`config.mk`:
```
export PLATFORM = sky130hd
export DESIGN_NAME = axi_lite_write_arb
export DESIGN_NICKNAME = d
export VERILOG_FILES = /design/src/rtl/axi_write_pkg.sv /design/src/rtl/axi_write_arb.sv /design/src/rtl/axi_lite_write_arb.sv
export SDC_FILE = /design/constraint.sdc
export NUM_CORES = 1
export LEC_CHECK = 0
export ABC_AREA = 1
export BUFFER_PORTS_ARGS = -buffer_cell sky130_fd_sc_hd__buf_2
export CAP_MARGIN = 30
export CELL_PAD_IN_SITES_DETAIL_PLACEMENT = 0
export CELL_PAD_IN_SITES_GLOBAL_PLACEMENT = 1
export CORE_ASPECT_RATIO = 0.5
export CORE_MARGIN = 1
export CORE_UTILIZATION = 30
export CTS_BUF_LIST = sky130_fd_sc_hd__clkbuf_8
export DETAILED_ROUTE_END_ITERATION = 12
export MAX_ROUTING_LAYER = met4
export PLACE_DENSITY_LB_ADDON = 0.1
export SETUP_SLACK_MARGIN = 0.1
export SLEW_MARGIN = 20
export SYNTH_ARGS = -nofsm -noshare
export SYNTH_HDL_FRONTEND = slang
export SYNTH_SLANG_ARGS = --single-unit
export TNS_END_PERCENT = 10
```
`constraint.sdc`:
```
create_clock -name clk -period 1.3 [get_ports clk]
set_input_delay 0.065 -clock clk [delete_from_list [all_inputs] [get_ports clk]]
set_output_delay 0.065 -clock clk [all_outputs]
set_load 0.01 [all_outputs]
```
`src/rtl/axi_write_pkg.sv`:
```
// Shared FSM state type, B-response codes and width helper for the AXI-Lite write arbiter.
package axi_write_pkg;

   typedef enum logic [1:0] {
      IDLE = 2'd0,
      SEND = 2'd1,
      RESP = 2'd2
   } state_t;

   localparam logic [1:0] RESP_OKAY   = 2'b00;
   localparam logic [1:0] RESP_SLVERR = 2'b10;

   function automatic int unsigned strb_width(input int unsigned data_w);
      return data_w / 8;
   endfunction

endpackage

```
`src/rtl/axi_write_arb.sv`:
```
// NUM_CH-wide request arbiter producing a one-hot grant and its index.
// AXI_WRITE_RR_EN selects round-robin; otherwise fixed priority, lowest index wins.
module axi_write_arb
   import axi_write_pkg::*;
#(
   parameter  int unsigned NUM_CH = 2,
   localparam int unsigned IDX_W  = (NUM_CH > 1) ? $clog2(NUM_CH) : 1
) (
   input  logic              clk,
   input  logic              rst_n,
   input  logic [NUM_CH-1:0] i_req,
   input  logic              i_advance,
   output logic [NUM_CH-1:0] o_gnt,
   output logic [IDX_W-1:0]  o_gnt_idx,
   output logic              o_any
);

`ifdef AXI_WRITE_RR_EN
   logic [IDX_W-1:0] r_ptr;

   // Search starts at the pointer and wraps; the first requester found wins.
   always_comb begin : p_search
      int unsigned c;
      o_any     = 1'b0;
      o_gnt_idx = '0;
      for (int unsigned i = 0; i < NUM_CH; i++) begin
         c = (int'(r_ptr) + i) % NUM_CH;
         if (!o_any && i_req[c]) begin
            o_any     = 1'b1;
            o_gnt_idx = IDX_W'(c);
         end
      end
   end

   always_ff @(posedge clk or negedge rst_n) begin
      if (!rst_n) begin
         r_ptr <= '0;
      end else if (i_advance) begin
         r_ptr <= (int'(o_gnt_idx) == NUM_CH - 1) ? '0 : o_gnt_idx + 1'b1;
      end
   end
`else
   logic w_unused;
   assign w_unused = &{1'b0, clk, rst_n, i_advance};

   always_comb begin
      o_any     = 1'b0;
      o_gnt_idx = '0;
      for (int unsigned i = NUM_CH; i > 0; i--) begin
         if (i_req[i-1]) begin
            o_any     = 1'b1;
            o_gnt_idx = IDX_W'(i - 1);
         end
      end
   end
`endif

   always_comb begin
      o_gnt = '0;
      if (o_any) o_gnt[o_gnt_idx] = 1'b1;
   end

endmodule

```
`src/rtl/axi_lite_write_arb.sv`:
```
// AXI-Lite write master arbitrating NUM_CH requesters onto one AW/W/B channel set.
// Define AXI_WRITE_RR_EN for round-robin arbitration; fixed priority otherwise.
module axi_lite_write_arb
   import axi_write_pkg::*;
#(
   parameter  int unsigned NUM_CH = 2,
   parameter  int unsigned ADDR_W = 32,
   parameter  int unsigned DATA_W = 32,
   localparam int unsigned STRB_W = strb_width(DATA_W)
) (
   input  logic                     clk,
   input  logic                     rst_n,
   input  logic [NUM_CH-1:0]        req_i,
   input  logic [NUM_CH*ADDR_W-1:0] addr_i,
   input  logic [NUM_CH*DATA_W-1:0] data_i,
   input  logic [NUM_CH*STRB_W-1:0] strb_i,
   output logic [NUM_CH-1:0]        ack_o,
   output logic [NUM_CH-1:0]        valid_o,
   output logic [NUM_CH-1:0]        err_o,
   output logic                     busy_o,
   output logic [ADDR_W-1:0]        aw_addr_o,
   output logic [2:0]               aw_prot_o,
   output logic                     aw_valid_o,
   input  logic                     aw_ready_i,
   output logic [DATA_W-1:0]        w_data_o,
   output logic [STRB_W-1:0]        w_strb_o,
   output logic                     w_valid_o,
   input  logic                     w_ready_i,
   input  logic [1:0]               b_resp_i,
   input  logic                     b_valid_i,
   output logic                     b_ready_o
);

   localparam int unsigned IDX_W = (NUM_CH > 1) ? $clog2(NUM_CH) : 1;

   state_t              r_state;
   state_t              w_state_nxt;
   logic [NUM_CH-1:0]   w_gnt;
   logic [IDX_W-1:0]    w_gnt_idx;
   logic                w_any;
   logic                w_take;
   logic [ADDR_W-1:0]   w_sel_addr;
   logic [DATA_W-1:0]   w_sel_data;
   logic [STRB_W-1:0]   w_sel_strb;

   logic [NUM_CH-1:0]   r_gnt;
   logic [NUM_CH-1:0]   r_ack;
   logic [NUM_CH-1:0]   r_valid;
   logic [NUM_CH-1:0]   r_err;
   logic [ADDR_W-1:0]   r_addr;
   logic [DATA_W-1:0]   r_data;
   logic [STRB_W-1:0]   r_strb;
   logic                r_aw_valid;
   logic                r_w_valid;

   assign w_take = (r_state == IDLE) && w_any;

   axi_write_arb #(
      .NUM_CH (NUM_CH)
   ) u_arb (
      .clk       (clk),
      .rst_n     (rst_n),
      .i_req     (req_i),
      .i_advance (w_take),
      .o_gnt     (w_gnt),
      .o_gnt_idx (w_gnt_idx),
      .o_any     (w_any)
   );

   always_comb begin
      w_sel_addr = '0;
      w_sel_data = '0;
      w_sel_strb = '0;
      for (int unsigned i = 0; i < NUM_CH; i++) begin
         if (w_gnt_idx == IDX_W'(i)) begin
            w_sel_addr = addr_i[i*ADDR_W +: ADDR_W];
            w_sel_data = data_i[i*DATA_W +: DATA_W];
            w_sel_strb = strb_i[i*STRB_W +: STRB_W];
         end
      end
   end

   always_ff @(posedge clk or negedge rst_n) begin
      if (!rst_n) r_state <= IDLE;
      else        r_state <= w_state_nxt;
   end

   // AW and W complete independently; a channel already done reads as complete.
   always_comb begin
      w_state_nxt = r_state;
      case (r_state)
         IDLE: if (w_any) w_state_nxt = SEND;
         SEND: if ((!r_aw_valid || aw_ready_i) && (!r_w_valid || w_ready_i))
                  w_state_nxt = RESP;
         RESP: if (b_valid_i) w_state_nxt = IDLE;
         default: w_state_nxt = IDLE;
      endcase
   end

   always_ff @(posedge clk or negedge rst_n) begin
      if (!rst_n) begin
         r_gnt      <= '0;
         r_ack      <= '0;
         r_valid    <= '0;
         r_err      <= '0;
         r_addr     <= '0;
         r_data     <= '0;
         r_strb     <= '0;
         r_aw_valid <= 1'b0;
         r_w_valid  <= 1'b0;
      end else begin
         r_ack   <= '0;
         r_valid <= '0;
         r_err   <= '0;
         case (r_state)
            IDLE: begin
               if (w_any) begin
                  r_gnt      <= w_gnt;
                  r_ack      <= w_gnt;
                  r_addr     <= w_sel_addr;
                  r_data     <= w_sel_data;
                  r_strb     <= w_sel_strb;
                  r_aw_valid <= 1'b1;
                  r_w_valid  <= 1'b1;
               end
            end
            SEND: begin
               if (r_aw_valid && aw_ready_i) r_aw_valid <= 1'b0;
               if (r_w_valid && w_ready_i)   r_w_valid  <= 1'b0;
            end
            RESP: begin
               if (b_valid_i) begin
                  r_valid <= r_gnt;
                  r_err   <= r_gnt & {NUM_CH{b_resp_i != RESP_OKAY}};
               end
            end
            default: ;
         endcase
      end
   end

   assign ack_o      = r_ack;
   assign valid_o    = r_valid;
   assign err_o      = r_err;
   assign busy_o     = (r_state != IDLE);
   assign aw_addr_o  = r_addr;
   assign aw_prot_o  = 3'b000;
   assign aw_valid_o = r_aw_valid;
   assign w_data_o   = r_data;
   assign w_strb_o   = r_strb;
   assign w_valid_o  = r_w_valid;
   assign b_ready_o  = (r_state == RESP);

endmodule

```
==> run metrics <==
Final Hold Viols=0; synth top area cells=dfrtp_1, nand2_1, o211ai_1; number of synthesized flops with an enable pin=0; TritonRoute pass-1 iters=5; # setup viols final=0; placed instance count=846; Post-Route WL=11750 microns; min Tclk post-route=1260 ps; antenna cells=0; sequential cell area fraction in the yosys report=53.23%; core area=0.01202 sq mm; H-Tree Level Count=3; GRT overflow=0; IO Pins=226; routed len/inst=12.34 microns; Non-Filler Instances=952; Leakage=3.583 nW; worst-path fanout max=43; synthesized area=0.003761 sq mm; # rows=28; worst min path class=in2reg; leading area contributor after synthesis=dfrtp_1; Post-Synth XOR/XNOR Area=0%; R2R depth=7; via density per instance=4.203; commonest non-fill, non-tap cell in the layout=buf_2; Die Ht=81.18 microns; layout cells sized above 1=33.42%; initial DRC count=292; first-pass GRT wire length=18700 microns; fillers=1160; Final Skew=5.781 ps; Mapped Avg Cell Area=7.935 sq um; Gate Count Post-Synth=474; Die X=160.3 microns; P per Cell Area=1791 mW/mm^2; required time of the critical path=1540 ps; compound-gate portion of the synthesized area=10.31%; adder-cell share of the synthesized area=0%; Reg clk slew, reported paths=80 ps; WS Path Type=reg2reg; Setup WS post-layout=40.02 ps; asr flop ratio synth=100.0%; routability congestion estimate=0.7884; worst skew pair latency=350 ps; Port Buffers=222; status=completed; post-synth cell types=19; Layout area overhead=66.77%; most frequent cells in the layout=buf_2, nand2_1, dlygate4sd3_1, dfrtp_1, inv_1; Worst VDD drop=0.0006533 V; Starting Density=31.30%; largest net degree at the start of global routing=56; initial antenna violation count=0; vias in the first global route=3789; number of CTS-inserted buffers=9; Hold Crit Depth=5; Clock Root Buffer=clkbuf_8; multiplexer share of the synthesized area=0%; routed vias=4001; # nets final=929; DRT antenna net count=0; Top FF cell, synth=dfrtp_1; Max Buffers Root-to-Sink=2; CP Capture Type=flop; Post-Synth Simple-Gate Area=25.95%; Yosys top cell area share=53.23%; period utilisation layout=96.92%; Max Freq=0.7937 GHz; crit path DAT=1500 ps; Tot GR Track Use=18.74%; Sink Count=80; Final HPWL DP=8079 microns; die area=0.01302 sq mm; max cap viols=0; Startpoint Class=flop; Yosys reg bits=80; dpl ws=69.60 ps; yosys warns=0; CTS tree=done; Fin Hold WS=28.56 ps; RSZ-0062 raised after global routing=true; Slew Viols, Final=0; Residual DRC=0; largest family of logic cells by synthesized area=simple AND/OR/NAND/NOR gates
## power breakdown
group	internal (mW)	switching, mW
registers	3.65	0.626
clock network	0.969	0.905
logic	2.20	2.88
## path summary, 6_finish.rpt
check	start	end	slack [ps]
worst max-delay path	r_state[1]$_DFFE_PN0P_	w_data_o[15]$_DFFE_PN0P_	40
worst min register to register	w_data_o[19]$_DFFE_PN0P_	w_data_o[19]$_DFFE_PN0P_	480
worst min-delay path	data_i[21]	w_data_o[21]$_DFFE_PN0P_	30
worst max register to register	r_state[1]$_DFFE_PN0P_	w_data_o[15]$_DFFE_PN0P_	40
max in group asynchronous	rst_n	w_data_o[8]$_DFFE_PN0P_	700
min in group asynchronous	rst_n	aw_addr_o[17]$_DFFE_PN0P_	120
## cell usage after synthesis, types with 2 or more instances
master      n
nor2_1      5
o211ai_1   49
buf_1       2
buf_4       4
o21ai_0     3
nand2_2     2
buf_2      22
inv_2       3
nor4_1      2
nand3_1    21
inv_1      61
nor3_1      2
nand2_1   213
dfrtp_1    80
## state kept, by name, summed over array words and instances (netlist names)
signal and flops:
w_valid_o 1, valid_o 2, ack_o 2, aw_addr_o 32, w_data_o 32, r_gnt 2, w_strb_o 4, err_o 2
aw_valid_o 1, r_state 2
## routing by layer
layer,GRT usage [%],wire (microns),up-vias
met4,3.714,63,0
met1,23.92,5578,1775
met3,4.699,635,6
met5,-,0,-
li1,-,-,2086
met2,30.43,5469,134
## final cells by class
cell class	instances	area (sq um)	share of cell area, %
clock buffer	11	151.4	2.414
clock inverter	3	42.54	0.6782
inverter	64	240.2	3.830
multi-input combinational	303	1400	22.32
sequential	80	2002	31.92
tap	165	206.4	3.291
timing repair buffer	326	2230	35.55
## stage by stage
| step | setup TNS, ps | utilization (%) | instance area [sq um] | power (mW) |
|---|---|---|---|---|
| 2_1_floorplan | 0 | - | 3769 | 6.918 |
| 3_3_place_gp | 0 | 42.71 | 5132 | 9.082 |
| 3_5_place_dp | 0 | 42.71 | 5132 | 9.139 |
| 4_1_cts | 0 | 51.97 | 6245 | 11.30 |
| 5_1_grt | -1288 | 52.20 | 6272 | 12.11 |
| 6_report | 0 | 52.20 | 6272 | 11.23 |
## critical path, cell delays in order (launching register included)
cell and delay, ps:
dfrtp_1 440, inv_2 70, nand2_2 60, nor2_4 140, inv_2 80, buf_12 190, nand2_1 80, nand3_1 70
## cells by family after synthesis
group,count (synthesis)
AND/OR/NAND/NOR,247
buffers and inverters,93
flip-flops,80
AO/OA/AOI/OAI,53
other,1
## timing repair
item                                    in CTS  in global routing
pin swaps                                    0                  0
gates resized for setup                      2                  8
endpoints found under the setup margin      44                 73
hold buffers                                91                  0
buffers inserted                             0                  1
endpoints found under the hold margin      151                  0
Power figures use the tool's default switching activity.
